File: src/rtl/la_iosupplyseq.sv
// Supply-domain power sequencer: ramps N pad supply domains up in order, waiting for
// each power-good, and ramps them down in reverse order. Timeouts and drops latch a fault.
module la_iosupplyseq #(
  parameter              PROP    = "DEFAULT",
  parameter              SIDE    = "NO",
  parameter int unsigned RINGW   = 8,
  parameter int unsigned N       = 4,
  parameter int unsigned DW      = 8,
  parameter int unsigned TIMEOUT = 64
) (
  input  logic             clk,
  input  logic             nreset,
  input  logic             en,
  input  logic [DW-1:0]    cfg_delay,
  input  logic [N-1:0]     pgood,
  output logic [N-1:0]     pwr_en,
  output logic             ready,
  output logic             fault,
  output logic [2:0]       state,
  inout  wire              vdd,
  inout  wire              vss,
  inout  wire              vddio,
  inout  wire              vssio,
  inout  wire  [RINGW-1:0] ioring
);

  localparam int unsigned TW = $clog2(TIMEOUT + 1);
  localparam int unsigned CW = (DW > TW) ? DW : TW;
  localparam int unsigned IW = (N > 1) ? $clog2(N) : 1;

  localparam logic [CW-1:0] TimeoutLast = CW'(TIMEOUT - 1);
  localparam logic [IW-1:0] LastIdx     = IW'(N - 1);
  localparam logic [N-1:0]  One         = N'(1);

  typedef enum logic [2:0] {
    StIdle  = 3'd0,
    StUp    = 3'd1,
    StWait  = 3'd2,
    StOn    = 3'd3,
    StDown  = 3'd4,
    StFault = 3'd5
  } state_e;

  state_e        state_q, state_d;
  logic [CW-1:0] cnt_q, cnt_d, cnt_inc, dly;
  logic [IW-1:0] idx_q, idx_d;
  logic [N-1:0]  pwr_en_q, pwr_en_d;
  logic          ready_q, ready_d;
  logic          fault_q, fault_d;

  // Saturating increment; >= compares keep a shrinking cfg_delay from stranding a step.
  assign cnt_inc = (cnt_q == '1) ? cnt_q : cnt_q + 1'b1;
  assign dly     = CW'(cfg_delay);

  always_comb begin
    state_d  = state_q;
    cnt_d    = cnt_q;
    idx_d    = idx_q;
    pwr_en_d = pwr_en_q;
    unique case (state_q)
      StIdle: begin
        pwr_en_d = '0;
        cnt_d    = '0;
        idx_d    = '0;
        if (en) begin
          state_d  = StUp;
          pwr_en_d = One;
        end
      end
      StUp: begin
        if (!en) begin
          state_d = StDown;
          cnt_d   = '0;
        end else if (cnt_q >= dly) begin
          state_d = StWait;
          cnt_d   = '0;
        end else begin
          cnt_d = cnt_inc;
        end
      end
      StWait: begin
        if (!en) begin
          state_d = StDown;
          cnt_d   = '0;
        end else if (pgood[idx_q]) begin
          cnt_d = '0;
          if (idx_q == LastIdx) begin
            state_d = StOn;
          end else begin
            state_d  = StUp;
            idx_d    = idx_q + 1'b1;
            pwr_en_d = pwr_en_q | (One << (idx_q + 1'b1));
          end
        end else if (cnt_q >= TimeoutLast) begin
          state_d  = StFault;
          pwr_en_d = '0;
          cnt_d    = '0;
        end else begin
          cnt_d = cnt_inc;
        end
      end
      StOn: begin
        cnt_d = '0;
        if (pgood != {N{1'b1}}) begin
          state_d  = StFault;
          pwr_en_d = '0;
        end else if (!en) begin
          state_d = StDown;
          idx_d   = LastIdx;
        end
      end
      StDown: begin
        if (cnt_q >= dly) begin
          pwr_en_d = pwr_en_q & ~(One << idx_q);
          cnt_d    = '0;
          if (idx_q == '0) begin
            state_d = StIdle;
          end else begin
            idx_d = idx_q - 1'b1;
          end
        end else begin
          cnt_d = cnt_inc;
        end
      end
      StFault: begin
        pwr_en_d = '0;
        cnt_d    = '0;
        if (!en) begin
          state_d = StIdle;
          idx_d   = '0;
        end
      end
      default: begin
        state_d  = StIdle;
        pwr_en_d = '0;
        cnt_d    = '0;
        idx_d    = '0;
      end
    endcase
    ready_d = (state_d == StOn);
    fault_d = (state_d == StFault);
  end

  always_ff @(posedge clk or negedge nreset) begin
    if (!nreset) begin
      state_q  <= StIdle;
      cnt_q    <= '0;
      idx_q    <= '0;
      pwr_en_q <= '0;
      ready_q  <= 1'b0;
      fault_q  <= 1'b0;
    end else begin
      state_q  <= state_d;
      cnt_q    <= cnt_d;
      idx_q    <= idx_d;
      pwr_en_q <= pwr_en_d;
      ready_q  <= ready_d;
      fault_q  <= fault_d;
    end
  end

  assign pwr_en = pwr_en_q;
  assign ready  = ready_q;
  assign fault  = fault_q;
  assign state  = state_q;

endmodule

File: config.mk
export PLATFORM = sky130hd
export DESIGN_NAME = la_iosupplyseq
export DESIGN_NICKNAME = d
export VERILOG_FILES = /design/src/rtl/la_iosupplyseq.sv
export SDC_FILE = /design/constraint.sdc
export NUM_CORES = 1
export LEC_CHECK = 0
export CAP_MARGIN = 40
export CORE_ASPECT_RATIO = 0.5
export CORE_MARGIN = 4
export CORE_UTILIZATION = 40
export CTS_CLUSTER_DIAMETER = 150
export DETAILED_ROUTE_END_ITERATION = 10
export PLACE_DENSITY = 0.67
export SYNTH_ARGS = -nofsm -noshare
export SYNTH_HDL_FRONTEND = slang
export SYNTH_SLANG_ARGS = --single-unit
File: constraint.sdc
create_clock -name clk -period 2.6 [get_ports clk]
set_clock_uncertainty 0.2 [all_clocks]
set_input_delay 0.52 -clock clk [delete_from_list [all_inputs] [get_ports clk]]
set_output_delay 0.52 -clock clk [all_outputs]
set_load 0.03 [all_outputs]
# --- Word level (Yosys, flattened, before mapping) ---
# Cells that the tools add are included.
word_totals:
  ff_bits: 19
  out_inout_bits: 21
  word_cells: 82
classes:
  n_addsub: 3
  magnitude_cmp: 3
  eq_ne: 21
  n_shift: 2
  mux: 39
  bitwise: 4
  reduce_logical: 4
ops:
  columns: ["op", "n"]
  rows:
  - ["8-bit two-way mux", 6]
  - ["3-bit two-way mux", 11]
  - ["4-bit two-way mux", 6]
  - ["8-bit one-hot mux with 3 select lines", 1]
  - ["4-bit one-hot mux with 5 select lines", 1]
  - ["2-bit two-way mux", 9]
  - ["2-bit inequality test (second input constant)", 9]
  - ["3-bit one-hot mux with 6 select lines", 1]
  - ["2-bit one-hot mux with 5 select lines", 1]
  - ["3-bit by 2-bit == test with 1-bit output (second input constant)", 3]
  - ["3-bit == test (second input constant)", 3]
  - ["9-bit AND reduction", 1]
  - ["8-bit by 1-bit adder with 8-bit output (second input constant)", 1]
  - ["8-bit == test (second input constant)", 1]
  - ["8-bit by 6-bit >= comparator with 1-bit output (second input constant)", 1]
  - ["8-bit >= comparator", 1]
  - ["1-bit by 2-bit left shift with 4-bit output (first input constant)", 2]
  - ["3-bit inequality test (second input constant)", 2]
  - ["6-bit AND reduction", 1]
  - ["4-bit bitwise AND", 1]
  - ["4-bit inequality test (second input constant)", 1]
  - ["4-bit inverter", 1]
  - ["4-bit OR", 1]
  - ["3-bit by 1-bit == test with 1-bit output (second input constant)", 1]
  - ["other kinds (9)", 10]

# --- Longest topological paths before layout ---
# Gate-level depths: netlist of the first run.
depth:
  depth_word: 7
  depth_mapped: 9
  mapped_depth_nobuf: 8

# --- Least setup slack after synthesis of the first run ---
# No wires, ideal clock.
synth_path:
  path_kind: "in2reg"
  startpoint: "input port cfg_delay[1]"
  endpoint: "register idx_q[1]"
  t_arrival_ns: 2.213
  slack_ns: 0.108
  cell_stages: 9
  path_buffers: 1
  path_cell_list: "inv_1 > ha_1 > or4_1 > a21oi_1 > o31ai_1 > or2_2 > clkbuf_1 > o211ai_1 > mux2i_1"
synth_between:
  elab_chain_len: 3
synth_rtl:
  columns: ["item", "line", "text"]
  rows:
  - ["from (decl)", "14", "input logic [DW-1:0] cfg_delay,"]
  - ["8-bit >= comparator", "113", "if (cnt_q >= dly) begin"]
  - ["2-bit inequality test (no source line)", null, null]
  - ["9-bit AND reduction (no source line)", null, null]
  - ["to (signal assigned)", "155", "idx_q <= idx_d;"]
  - ["to (decl)", "46", "logic [IW-1:0] idx_q, idx_d;"]
# No other way between the ends.
# A chain may end at the register's enable or synchronous reset.

# --- Worst setup path in the final report of the first run ---
layout_path:
  startpoint: "input port cfg_delay[7]"
  endpoint: "register fault_q (netlist: fault)"
layout_between:
  elab_chain_len: 5
layout_rtl:
  columns: ["item", "line", "text"]
  rows:
  - ["8-bit >= comparator *", "74, 113", null]
  - ["3-bit two-way mux", "74", "end else if (cnt_q >= dly) begin"]
  - ["3-bit two-way mux", "71", "if (!en) begin"]
  - ["3-bit one-hot mux with 6 select lines *", "60", "unique case (state_q)"]
  - ["named net state_d[0]", "44", "state_e state_q, state_d;"]
  - ["3-bit == test *", "141", "fault_d = (state_d == StFault);"]
  - ["named net fault_d", "49", "logic fault_q, fault_d;"]
  - ["to (signal assigned)", "158", "fault_q <= fault_d;"]
  - ["to (decl)", "49", null]
# Mark *: on every way through the listed nets, which the timed path passes. The rest lies on a longest branch.

==> run_results.csv, run 1 <==
group,metric,value,unit
setup_path,cp_cell_sequence,"clkdlybuf4s50_1 -> inv_1 -> ha_1 -> nand3_2 -> o31ai_4 -> buf_4 -> o22ai_1 -> a211o_1 -> and2_1",
pwr,pwr_density_cell,807.0,nW/µm²
yosys,syn_area,1410,µm²
sta,max_slew_margin,64.58,%
yosys,syn_inst,158,
yosys,synth_area_leaders,"dfrtp_1, ha_1, nor2_1",
die,ios,36,
yosys,synth-seq-area-share,33.72,%
die,fp.dieH,49.99,µm
placed_design,post-place-ws,-0.4547,ns
route,via_count,1235,
cells_and_area,fillCellCount,290,
yosys,synth_warnings,0,
clocking,cts_root_buf,"clkbuf_8",
die,coreArea,3188,µm²
sta,finalHoldViolCount,0,
placed_design,dp_cells,234,
route,dr_wl_met2,1508,µm
yosys,synthAdderAreaFrac,11.54,%
die,die-area,4597,µm²
clocking,cts_max_path_buffers,2,
cells_and_area,syn2layout_area_growth,33.27,%
cells_and_area,diodes,0,
pwr,p_leak,0.8647,nW
clocking,cts_tree,"yes",
route,viasPerCell,5.146,
die,row_count,14,
sta,tightest_slew,0.5301,ns
clocking,htree_levels,1,
grt,grt_max_degree,20,
yosys,ys_ff_latch,19,
placed_design,portBuffers,23,
sta,min_period_over_period,95.57,%
grt,grt_usage,15.07,%
sta,post-route-min-period,2.485,ns
sta,setup-tns-final,0,ns
sta,untimed_endpoints,12,
yosys,synth_top_area_share,33.72,%
route,ant_nets,0,
setup_path,critPathBufInv,3,
min_path,hold_path_class,"reg2reg",
route,drtIter0Drc,61,
grt,grt_pass1_vias,1212,
clocking,insertion_delay,0.26,ns
yosys,post_synth_xor_area_fraction,2.484,%
cells_and_area,final_util,58.95,%
yosys,yosysTopAreaCell,"dfrtp_1",
placed_design,finalWeightedCongestion,0.7898,
cells_and_area,finalNetCount,233,
die,dieWidth,91.97,µm
setup_path,cpPeakStageDelay,0.45,ns
setup_path,cp.required,2.55,ns
pwr,ir_worst_vdd,0.3706,mV
pwr,p_total,1.517,mW
route,wl_per_cell,13.22,µm
route,dr.pass1.iters,4,
cells_and_area,fin_cells,240,
setup_path,cp_max_fo,3,
grt,grt_overflow,0,
clocking,cts_sinks,19,
sta,clock.fmax,0.4025,GHz
route,drcViolationCount,0,
yosys,muxShareOfSynthArea,5.146,%
yosys,syn-num-nets,198,
status,status,"complete, no violations",
route,wl,3172,µm
sta,fin_ws,0.1153,ns
die,initial_core_util,44.23,%
setup_path,cp_top_family,"buffers and inverters",
route,top_layer_used,"met4",
setup_path,cp-start-kind,"primary input",
setup_path,critical_path.slowest_cell,"clkdlybuf4s50_1",
sta,final_max_slew_viol_count,0,
route,route.met3.wl,148,µm
clocking,numCtsBuffers,3,
yosys,yosys.area_share.simple,21.65,%
cells_and_area,drive_gt1_share,17.71,%
cells_and_area,multi_input_area,933.4,µm²
route,wl_met1,1490,µm
cells_and_area,register_area,475.5,µm²
yosys,avgSynthCellArea,8.925,µm²
grt,antenna_found_initial,0,
grt,grt_pass1_wl,5623,µm
yosys,synth_top_family_by_area,"simple AND/OR/NAND/NOR gates",
flow_run,cap_viol_max_count,0,
sta,setup_viol,0,
yosys,synth-compound-area-share,20.85,%
clocking,clkSlewWorstSetupHoldPaths,0.08,ns
placed_design,dp_hpwl,2310,µm
setup_path,critPathKind,"in2reg",
setup_path,end_kind,"flop",
yosys,synth_cell_types,39,
setup_path,worstPathArrival,2.43,ns
[state kept, by name (all words and copies together), names as in the netlist]
| signal | flops |
|---|---|
| state | 3 |
| idx_q | 2 |
| ready | 1 |
| pwr_en | 4 |
| fault | 1 |
| cnt_q | 8 |
[kinds of logic (layout without fill, tap and decap cells)]
group / count (synthesis) / after routing
AND/OR/NAND/NOR: 59 / 59
adder cells (fa/ha/maj): 13 / 13
multiplexers: 6 / 6
AO/OA/AOI/OAI: 40 / 40
XOR/XNOR: 4 / 4
flip-flops: 19 / 19
buffers and inverters: 17 / 51
[power by group]
group / total, mW / switching (mW) / internal (mW)
clock network: 0.212 / 0.106 / 0.107
logic: 0.847 / 0.440 / 0.407
registers: 0.457 / 0.0998 / 0.358
total: 1.52 / 0.646 / 0.871
[repair_timing]
item,4_1_cts,5_1_grt
pin swaps,6,4
hold buffers,0,0
setup buffers,1,1
gates cloned,0,0
endpoints found under the setup margin,15,11
resized for setup,13,6
[cells in the final DEF, fill, tap and decap left out, types with 4 or more instances in the layout]
cell,Yosys,final
ha_1,13,9
a21oi_1,10,7
and2_1,5,5
a22o_1,4,4
o21ai_0,4,4
nor2b_1,6,6
mux2i_1,5,5
nor2_1,19,19
nand2_1,9,9
buf_4,0,11
o211ai_1,5,5
ha_2,0,4
inv_1,13,13
clkdlybuf4s50_1,0,19
dfrtp_1,19,19
[final cells by class]
type / count / area share (%)
sequential: 19 / 25.30
multi-input combinational: 122 / 49.67
timing repair buffer: 34 / 16.78
tap: 48 / 3.196
clock inverter: 1 / 0.2663
inverter: 13 / 2.597
clock buffer: 3 / 2.197
[per-stage QoR]
stage,instance area [µm²],hold slack [ns]
final,1879,0.3048
after global routing,1879,0.3307
after CTS,1851,0.3077
after detailed placement,1752,0.2877
after global placement,1752,0.2681
after floorplan,1410,0.02441
[worst paths after layout]
| check | end | startpoint | cells past startpoint | slack, ns |
|---|---|---|---|---|
| setup / recovery | fault$_DFF_PN0_ | cfg_delay[7] | 9 | 0.12 |
| hold / removal | pwr_en[2]$_DFFE_PN0P_ | pwr_en[2]$_DFFE_PN0P_ | 1 | 0.30 |
| setup reg to reg | idx_q[1]$_DFFE_PN0P_ | cnt_q[2]$_DFF_PN0_ | 7 | 0.27 |
| hold reg to reg | pwr_en[2]$_DFFE_PN0P_ | pwr_en[2]$_DFFE_PN0P_ | 1 | 0.30 |
| max in group asynchronous | cnt_q[4]$_DFF_PN0_ | nreset | 2 | 1.60 |
| min in group asynchronous | fault$_DFF_PN0_ | nreset | 2 | 0.39 |
[cell usage after synthesis]
cell type / count
a31oi_1: 3
nand3_1: 2
xnor2_1: 1
o21ai_0: 4
o22ai_1: 1
or4_1: 1
o211ai_2: 1
o211ai_1: 5
or2_2: 1
o21a_1: 2
nor3_1: 4
o31ai_1: 1
a21oi_1: 10
nand2b_1: 3
or3_1: 2
a22oi_1: 1
nand4_1: 3
clkbuf_1: 3
nor2_1: 19
and3_1: 1
buf_2: 1
dfrtp_1: 19
mux4_2: 1
nor2b_1: 6
nor3b_2: 1
and2_1: 5
and4_1: 1
mux2i_1: 5
inv_1: 13
a22o_1: 4
a21o_1: 2
a211oi_1: 1
a21boi_4: 1
xor2_1: 3
a211o_1: 3
ha_1: 13
nor3_2: 1
a21oi_4: 1
nand2_1: 9
[worst register-to-register path, cell delays in order, from the launching register on]
cell and delay, ns:
dfrtp_1 0.42, ha_2 0.19, or4_4 0.54, a21oi_4 0.15, o31ai_4 0.11, or2_4 0.30, o211ai_1 0.11, mux2i_1 0.23
[per-layer routing]
layer	GRT usage, %	up-vias
li1	-	636
met1	19.01	568
met2	26.21	29
met3	3.495	2
met4	3.695	0
met5	0	-
Power figures use the tool's default switching activity.
==> inputs of run 2 (changes only) <==
- CORE_UTILIZATION: 40 -> 49
- PLACE_DENSITY: 0.67 -> 0.8
==> run_results.csv, run 2 (synthesis gave the netlist of run 1 again) <==
group,metric,value,unit
placed_design,dp_cells,224,
route,ant_nets,0,
sta,tightest_slew,0.5169,ns
setup_path,cp_cell_sequence,"clkdlybuf4s50_1 -> inv_1 -> ha_4 -> nand3_2 -> o31ai_4 -> buf_4 -> buf_4 -> o22ai_1 -> a211o_1 -> and2_1",
pwr,swShare,42.55,%
setup_path,path_common_cell,"buf_4",
die,coreArea,2668,µm²
setup_path,end_kind,"flop",
sta,clock.fmax,0.3911,GHz
sta,max_slew_margin,65.47,%
clocking,htree_levels,1,
route,via_count,1252,
clocking,numCtsBuffers,3,
setup_path,critPathBufInv,4,
die,row_count,13,
pwr,ir_worst_vdd,0.5070,mV
cells_and_area,most-common-layout-cells,"dfrtp_1, nor2_1, clkdlybuf4s50_1",
grt,grt_pass1_wl,5437,µm
setup_path,cpPeakStageDelay,0.47,ns
sta,post-route-min-period,2.557,ns
clocking,clkSlewWorstSetupHoldPaths,0.08,ns
sta,untimed_endpoints,12,
sta,setup_viol,0,
cells_and_area,largest_register,"cnt_q",
cells_and_area,fin_cells,231,
placed_design,finalWeightedCongestion,0.8624,
sta,final_max_slew_viol_count,0,
cells_and_area,final_util,73.17,%
die,fp.dieH,45.94,µm
grt,grt_usage,17.82,%
setup_path,worstPathArrival,2.51,ns
route,dr.pass1.iters,4,
cells_and_area,syn2layout_area_growth,38.42,%
clocking,cts_root_buf,"clkbuf_8",
grt,antenna_found_initial,0,
grt,grtUsageMet3,4.513,%
setup_path,critPathKind,"in2reg",
sta,min_period_over_period,98.33,%
route,wl_per_cell,13.86,µm
die,ios,36,
min_path,hold_path_class,"reg2reg",
route,drcViolationCount,0,
clocking,cts_sinks,19,
grt,grt_util_met2,33.02,%
grt,grt_overflow,0,
setup_path,critical_path.slowest_cell,"clkdlybuf4s50_1",
sta,hold_slack,0.2899,ns
sta,fin_ws,0.04339,ns
cells_and_area,design_area,1952,µm²
route,drtIter0Drc,27,
clocking,hold_buffers,0,
placed_design,dp_hpwl,2250,µm
route,wl,3202,µm
clocking,cts_max_path_buffers,2,
setup_path,cp_top_family,"buffers and inverters",
pwr,pwr-share-seq,28.0,%
pwr,p_comb_share,58.6,%
clocking,cts_tree,"yes",
die,dieWidth,83.87,µm
pwr,p_total,1.571,mW
pwr,p_leak,0.9158,nW
cells_and_area,largest_reg_flops,8,
pwr,p_int,902.6,µW
setup_path,cp_max_fo,3,
cells_and_area,diodes,0,
setup_path,cp-start-kind,"primary input",
die,initial_core_util,52.86,%
grt,use_met1,21.54,%
placed_design,dpl_cell_area,1745,µm²
pwr,clkPwrFrac,13.4,%
placed_design,post-place-ws,-0.5069,ns
sta,setup-tns-final,0,ns
grt,grt_max_degree,20,
cells_and_area,final_common_cell,"dfrtp_1",
die,die-area,3852,µm²
sta,finalHoldViolCount,0,
status,status,"complete, no violations",
pwr,pwr_density_cell,804.9,nW/µm²
flow_run,cap_viol_max_count,0,
cells_and_area,drive_gt1_share,23.20,%
pwr,netSwitchingPower,668.4,µW
placed_design,portBuffers,23,
route,viasPerCell,5.420,
setup_path,cp.required,2.55,ns
cells_and_area,finalNetCount,235,
grt,grt_pass1_vias,1213,
clocking,insertion_delay,0.26,ns
grt,busiest_layer,"met2",
==> run 2: layout make-up <==
class                           count  area [µm²]
Clock inverter                      1       5.005
Multi-Input combinational cell    122       993.5
Clock buffer                        3       41.29
Fill cell                         195       715.7
Sequential cell                    19       475.5
Timing Repair Buffer               36       341.6
Inverter                           13       48.80
Tap cell                           37       46.29
==> run 2: path summary, 6_finish.rpt <==
check | start | depth (start not counted) | slack [ns] | to
setup / recovery | cfg_delay[5] | 10 | 0.04 | fault$_DFF_PN0_
hold / removal | pwr_en[0]$_DFFE_PN0P_ | 1 | 0.29 | pwr_en[0]$_DFFE_PN0P_
setup reg to reg | cnt_q[2]$_DFF_PN0_ | 7 | 0.10 | cnt_q[2]$_DFF_PN0_
hold reg to reg | pwr_en[0]$_DFFE_PN0P_ | 1 | 0.29 | pwr_en[0]$_DFFE_PN0P_
max in group asynchronous | nreset | 2 | 1.61 | pwr_en[1]$_DFFE_PN0P_
min in group asynchronous | nreset | 2 | 0.39 | state[1]$_DFF_PN0_
==> run 2: repair_timing <==
| action | CTS | global route |
|---|---|---|
| resized for setup | 14 | 18 |
| endpoints found under the setup margin | 15 | 11 |
| pin swaps | 6 | 10 |
| buffers inserted | 1 | 2 |
==> run 2: layer usage <==
metal / routed length, µm / up-vias
met3: 147 / 5
met5: 0 / -
met4: 26 / 0
met2: 1474 / 32
met1: 1553 / 579
li1: - / 636
==> run 2: power groups by stage <==
stage	logic [mW]	registers (mW)	clock network [mW]
final	0.921	0.439	0.211
after global routing	1.02	0.454	0.228
after detailed placement	0.814	0.446	0
after global placement	0.795	0.442	0
after CTS	0.899	0.440	0.219
after floorplan	0.538	0.466	0
==> RTL edit 1, RTL diff (config.mk and constraints of run 1) <==
Put one more register stage on the output `fault`, without a reset. The value now appears one clock later. The other outputs are not delayed to match.
--- a/src/rtl/la_iosupplyseq.sv
+++ b/src/rtl/la_iosupplyseq.sv
@@ -163,3 +163,5 @@
   assign ready  = ready_q;
-  assign fault  = fault_q;
+  always_ff @(posedge clk) begin
+    fault <= fault_q;
+  end
   assign state  = state_q;
Function: no difference found for any inputs over 10 cycles, from zero or initial values and one cycle with nreset low; that may be too few to reach the edited logic, so the function may still have changed.
==> RTL edit 1 against run 1 <==
Sequential cell count grew 1; synthesized cell count grew 18%; synthesized area grew 14%; maximum frequency grew 7.1%; clock power grew 17%; final area grew 6.4%; wire length grew 19%; non-clock buffer count is the same; total power grew 14%; setup slack gained 170 ps.
==> RTL edit 1: results (changes against run 1) <==
run_status:
  status: "complete, no violations"  # unchanged
power:
  leakage_nw: 0.869  # was 0.865 nW
finish:
  layout-drive-gt1-share_pct: 13.6  # was 17.7%
  finalNetCount: 261  # was 233
detailed_routing:
  wl_met3_um: 142  # was 148 um
  via_per_inst: 5.31  # was 5.15
  drt_iter0_drc: 81  # was 61
worst_setup_path:
  crit_arrival_ps: 1600  # was 2430 ps
  r2r_setup_slack_ps: 430  # was 270 ps
  worst_r2r_endpoint: "idx_q[0]"  # was idx_q[1]
  rr_startpoint: "idx_q[0]"  # was cnt_q[2]
  crit_end: "state[0]"  # was fault
logic_synthesis:
  ys_seq_area_share_pct: 30.9  # was 33.7%
  syn_inst: 187  # was 158
  synth_area_leaders: "dfrtp_1 30%, ha_1 10%, nor2_1 5.4%, inv_1 4.4%, a21oi_1 3.1%"  # was dfrtp_1 34%, ha_1 12%, nor2_1 5.1%, a21oi_1 3.5%, mux2i_1 3.5%
  ys_top_cells_by_count: "23 x nor2_1, 19 x dfrtp_1, 19 x inv_1"  # was 19 x dfrtp_1, 19 x nor2_1, 13 x ha_1, 13 x inv_1, 10 x a21oi_1
  async_flop_share_pct: 95.0  # was 100%
global_routing:
  use_met2_pct: 26.6  # was 26.2%
  grt_usage_pct: 16.0  # was 15.1%
sta:
  hold_ws_ps: 149  # was 305 ps
  period_needed_ps: 2320  # was 2480 ps
  untimed_endpoints: 12  # unchanged
clock_network:
  cts_resized: 0  # was 13
  cts_setup_buffers: 0  # was 1
worst_hold_path:
  holdPathEnd: "fault"  # was pwr_en[2]
placement:
  place_area_sq_mm: 0.00194  # was 0.00175 sq mm
  dpl_worst_slack_ps: 13.5  # was -455 ps
RTL edit 1: metrics by stage:
step                utilization, %  power, mW
global placement              53.4       1.46
CTS                           54.9       1.74
finish                        54.9       1.73
floorplan                        -       1.21
detailed placement            53.4       1.48
global route                  54.9       1.86
RTL edit 1: cell type report:
type                            count  share of cell area [%]
Sequential cell                    20                    24.8
Tap cell                           51                    3.19
Multi-Input combinational cell    141                    49.7
Inverter                           21                    3.94
Timing Repair Buffer               34                    15.6
Clock buffer                        4                    2.75
RTL edit 1: logic make-up after synthesis:
family | count (synthesis) | synth area share, %
mux | 6 | 4.68
compound gates | 44 | 21.0
fa+ha+maj | 14 | 10.8
simple gates | 73 | 23.2
xor+xnor | 4 | 2.18
buf+inv | 26 | 7.25
flops | 20 | 30.9
RTL edit 1: where the power goes:
part           internal, mW  total [mW]  switching (mW)
registers             0.406       0.527           0.121
logic                 0.422       0.952           0.530
clock network         0.135       0.248           0.113
==> RTL edit 2, RTL diff (settings of run 1) <==
Made on the original files. The parameter `TIMEOUT` goes from 64 to 128.
--- a/src/rtl/la_iosupplyseq.sv
+++ b/src/rtl/la_iosupplyseq.sv
@@ -8,3 +8,3 @@
   parameter int unsigned DW      = 8,
-  parameter int unsigned TIMEOUT = 64
+  parameter int unsigned TIMEOUT = 128
 ) (
Function: no difference found for any inputs over 10 cycles, from zero or initial values and one cycle with nreset low; that may be too few to reach the edited logic, so the function may still have changed.
==> RTL edit 2 against run 1 <==
Sequential cell count did not move; synthesized area fell by 0.71%; critical path type unchanged; non-clock buffer count rose by 2; total power rose by 15%; global-route usage rose by 0.84 points; critical endpoint is now pwr_en[0]; setup slack got worse by 24 ps; wire length rose by 8.8%; highest routed layer unchanged; first-iteration DRC count fell by 44%; maximum frequency fell by 0.96%; final area rose by 1.7%; count of clock-buffer cells in the layout did not move; cell count rose by 3.3%.
==> RTL edit 2: results (changes against run 1) <==
run_status:
  status: "complete, no violations"  # unchanged
logic_synthesis:
  syn_area_per_cell_sq_um: 8.54  # was 8.92 sq um
  synth_area_leaders: "dfrtp_1 34%, ha_1 13%, nor2_1 5.4%, o21ai_0 3.6%, a21oi_1 3.2%"  # was dfrtp_1 34%, ha_1 12%, nor2_1 5.1%, a21oi_1 3.5%, mux2i_1 3.5%
  ys_top_cells_by_count: "20 x nor2_1, 19 x dfrtp_1, 14 x ha_1"  # was 19 x dfrtp_1, 19 x nor2_1, 13 x ha_1, 13 x inv_1, 10 x a21oi_1
  ys_seq_area_share_pct: 34.0  # was 33.7%
  synth_fp_nets: 205  # was 198
  synth_cell_type_count: 38  # was 39
placement:
  dp.cells: 245  # was 234
  dpl_worst_slack_ps: -415  # was -455 ps
  dp.final_hpwl_um: 2550  # was 2310 um
  place_area_sq_mm: 0.00178  # was 0.00175 sq mm
  place_congestion: 0.902  # was 0.790
detailed_routing:
  vias: 1349  # was 1,235
  drt_iter0_drc: 34  # was 61
  wl_per_cell_um: 13.9  # was 13.2 um
  firstDrtPassIters: 4  # unchanged
worst_setup_path:
  worst_r2r_endpoint: "pwr_en[0]"  # was idx_q[1]
  cp_slowest_cell: "mux4_2"  # was clkdlybuf4s50_1
  critical-path-top-delay-family: "simple AND/OR/NAND/NOR gates"  # was buffers and inverters
  r2r_setup_slack_ps: 170  # was 270 ps
  max_stage_delay_ps: 500  # was 450 ps
  rr_startpoint: "cnt_q[1]"  # was cnt_q[2]
clock_network:
  cts_max_path_buffers: 2  # unchanged
  cts_setup_buffers: 0  # was 1
power:
  peakVddDrop_mv: 0.513  # was 0.371 mV
  leakage_nw: 0.871  # was 0.865 nW
finish:
  finalNetCount: 242  # was 233
global_routing:
  grt_usage_pct: 15.9  # was 15.1%
sta:
  hold_ws_ps: 333  # was 305 ps
  untimed_endpoints: 12  # unchanged
  relSlewSlack_pct: 63.7  # was 64.6%
worst_hold_path:
  holdPathEnd: "pwr_en[0]"  # was pwr_en[2]
RTL edit 2: cell count changes after synthesis, moves of 3 or more:
cell             run 1  this run
o21ai_0              4        10
a211oi_1             1         6
nand3_1              2         7
nand3b_1             0         5
a22o_1               4         0
nor2b_1              6         2
o211ai_1             5         1
and2_1               5         2
mux2i_1              5         2
RTL edit 2: kinds of logic after synthesis:
group,Yosys count,synth area share [%]
adder cells (fa/ha/maj),14,12.5
buffers and inverters,16,4.29
AND/OR/NAND/NOR,66,24.3
multiplexers,3,3.04
AO/OA/AOI/OAI,44,20.6
XOR/XNOR,2,1.25
flip-flops,19,34.0
RTL edit 2: cell type report:
| cell class | count | area (sq um) |
|---|---|---|
| fillers | 302 | 1260 |
| multi-input cells | 129 | 951 |
| flip-flops and latches | 19 | 477 |
| repair buffers | 36 | 332 |
| well taps | 48 | 60.1 |
| inverters | 12 | 45.0 |
| clock buffers | 3 | 41.3 |
| clock inverters | 1 | 5.00 |
RTL edit 2: routing by layer:
layer	global-route usage, %	part of all wire (%)	vias up
met2	26.5	46	19
met3	4.10	4.0	6
met5	0	0	-
met4	3.75	1.2	0
met1	20.8	49	649
li1	-	-	675
RTL edit 2: repair_timing:
action,4_1_cts,5_1_grt
pin swaps,5,12
gates resized for setup,10,9
hold buffers,0,0
setup endpoints to repair,15,6
RTL edit 2: how the worst max path moves through the flow:
stage	startpoint	end	slack, ps	cells after the start
after detailed placement	cfg_delay[0]	cnt_q[4]	-410	10
after global placement	cfg_delay[0]	cnt_q[6]	-430	10
final	pgood[3]	pwr_en[0]	90	6
after global routing	cfg_delay[6]	pwr_en[2]	10	9
after floorplan	cfg_delay[0]	cnt_q[6]	230	7
after CTS	cfg_delay[1]	pwr_en[1]	4	9
RTL edit 2: power breakdown:
group / leakage, nW / internal [mW] / total, mW / switching, mW
sequential: 0.243 / 0.392 / 0.536 / 0.144
combinational: 0.602 / 0.500 / 0.993 / 0.492
clock: 0.0255 / 0.107 / 0.214 / 0.107
total: 0.871 / 0.999 / 1.74 / 0.743
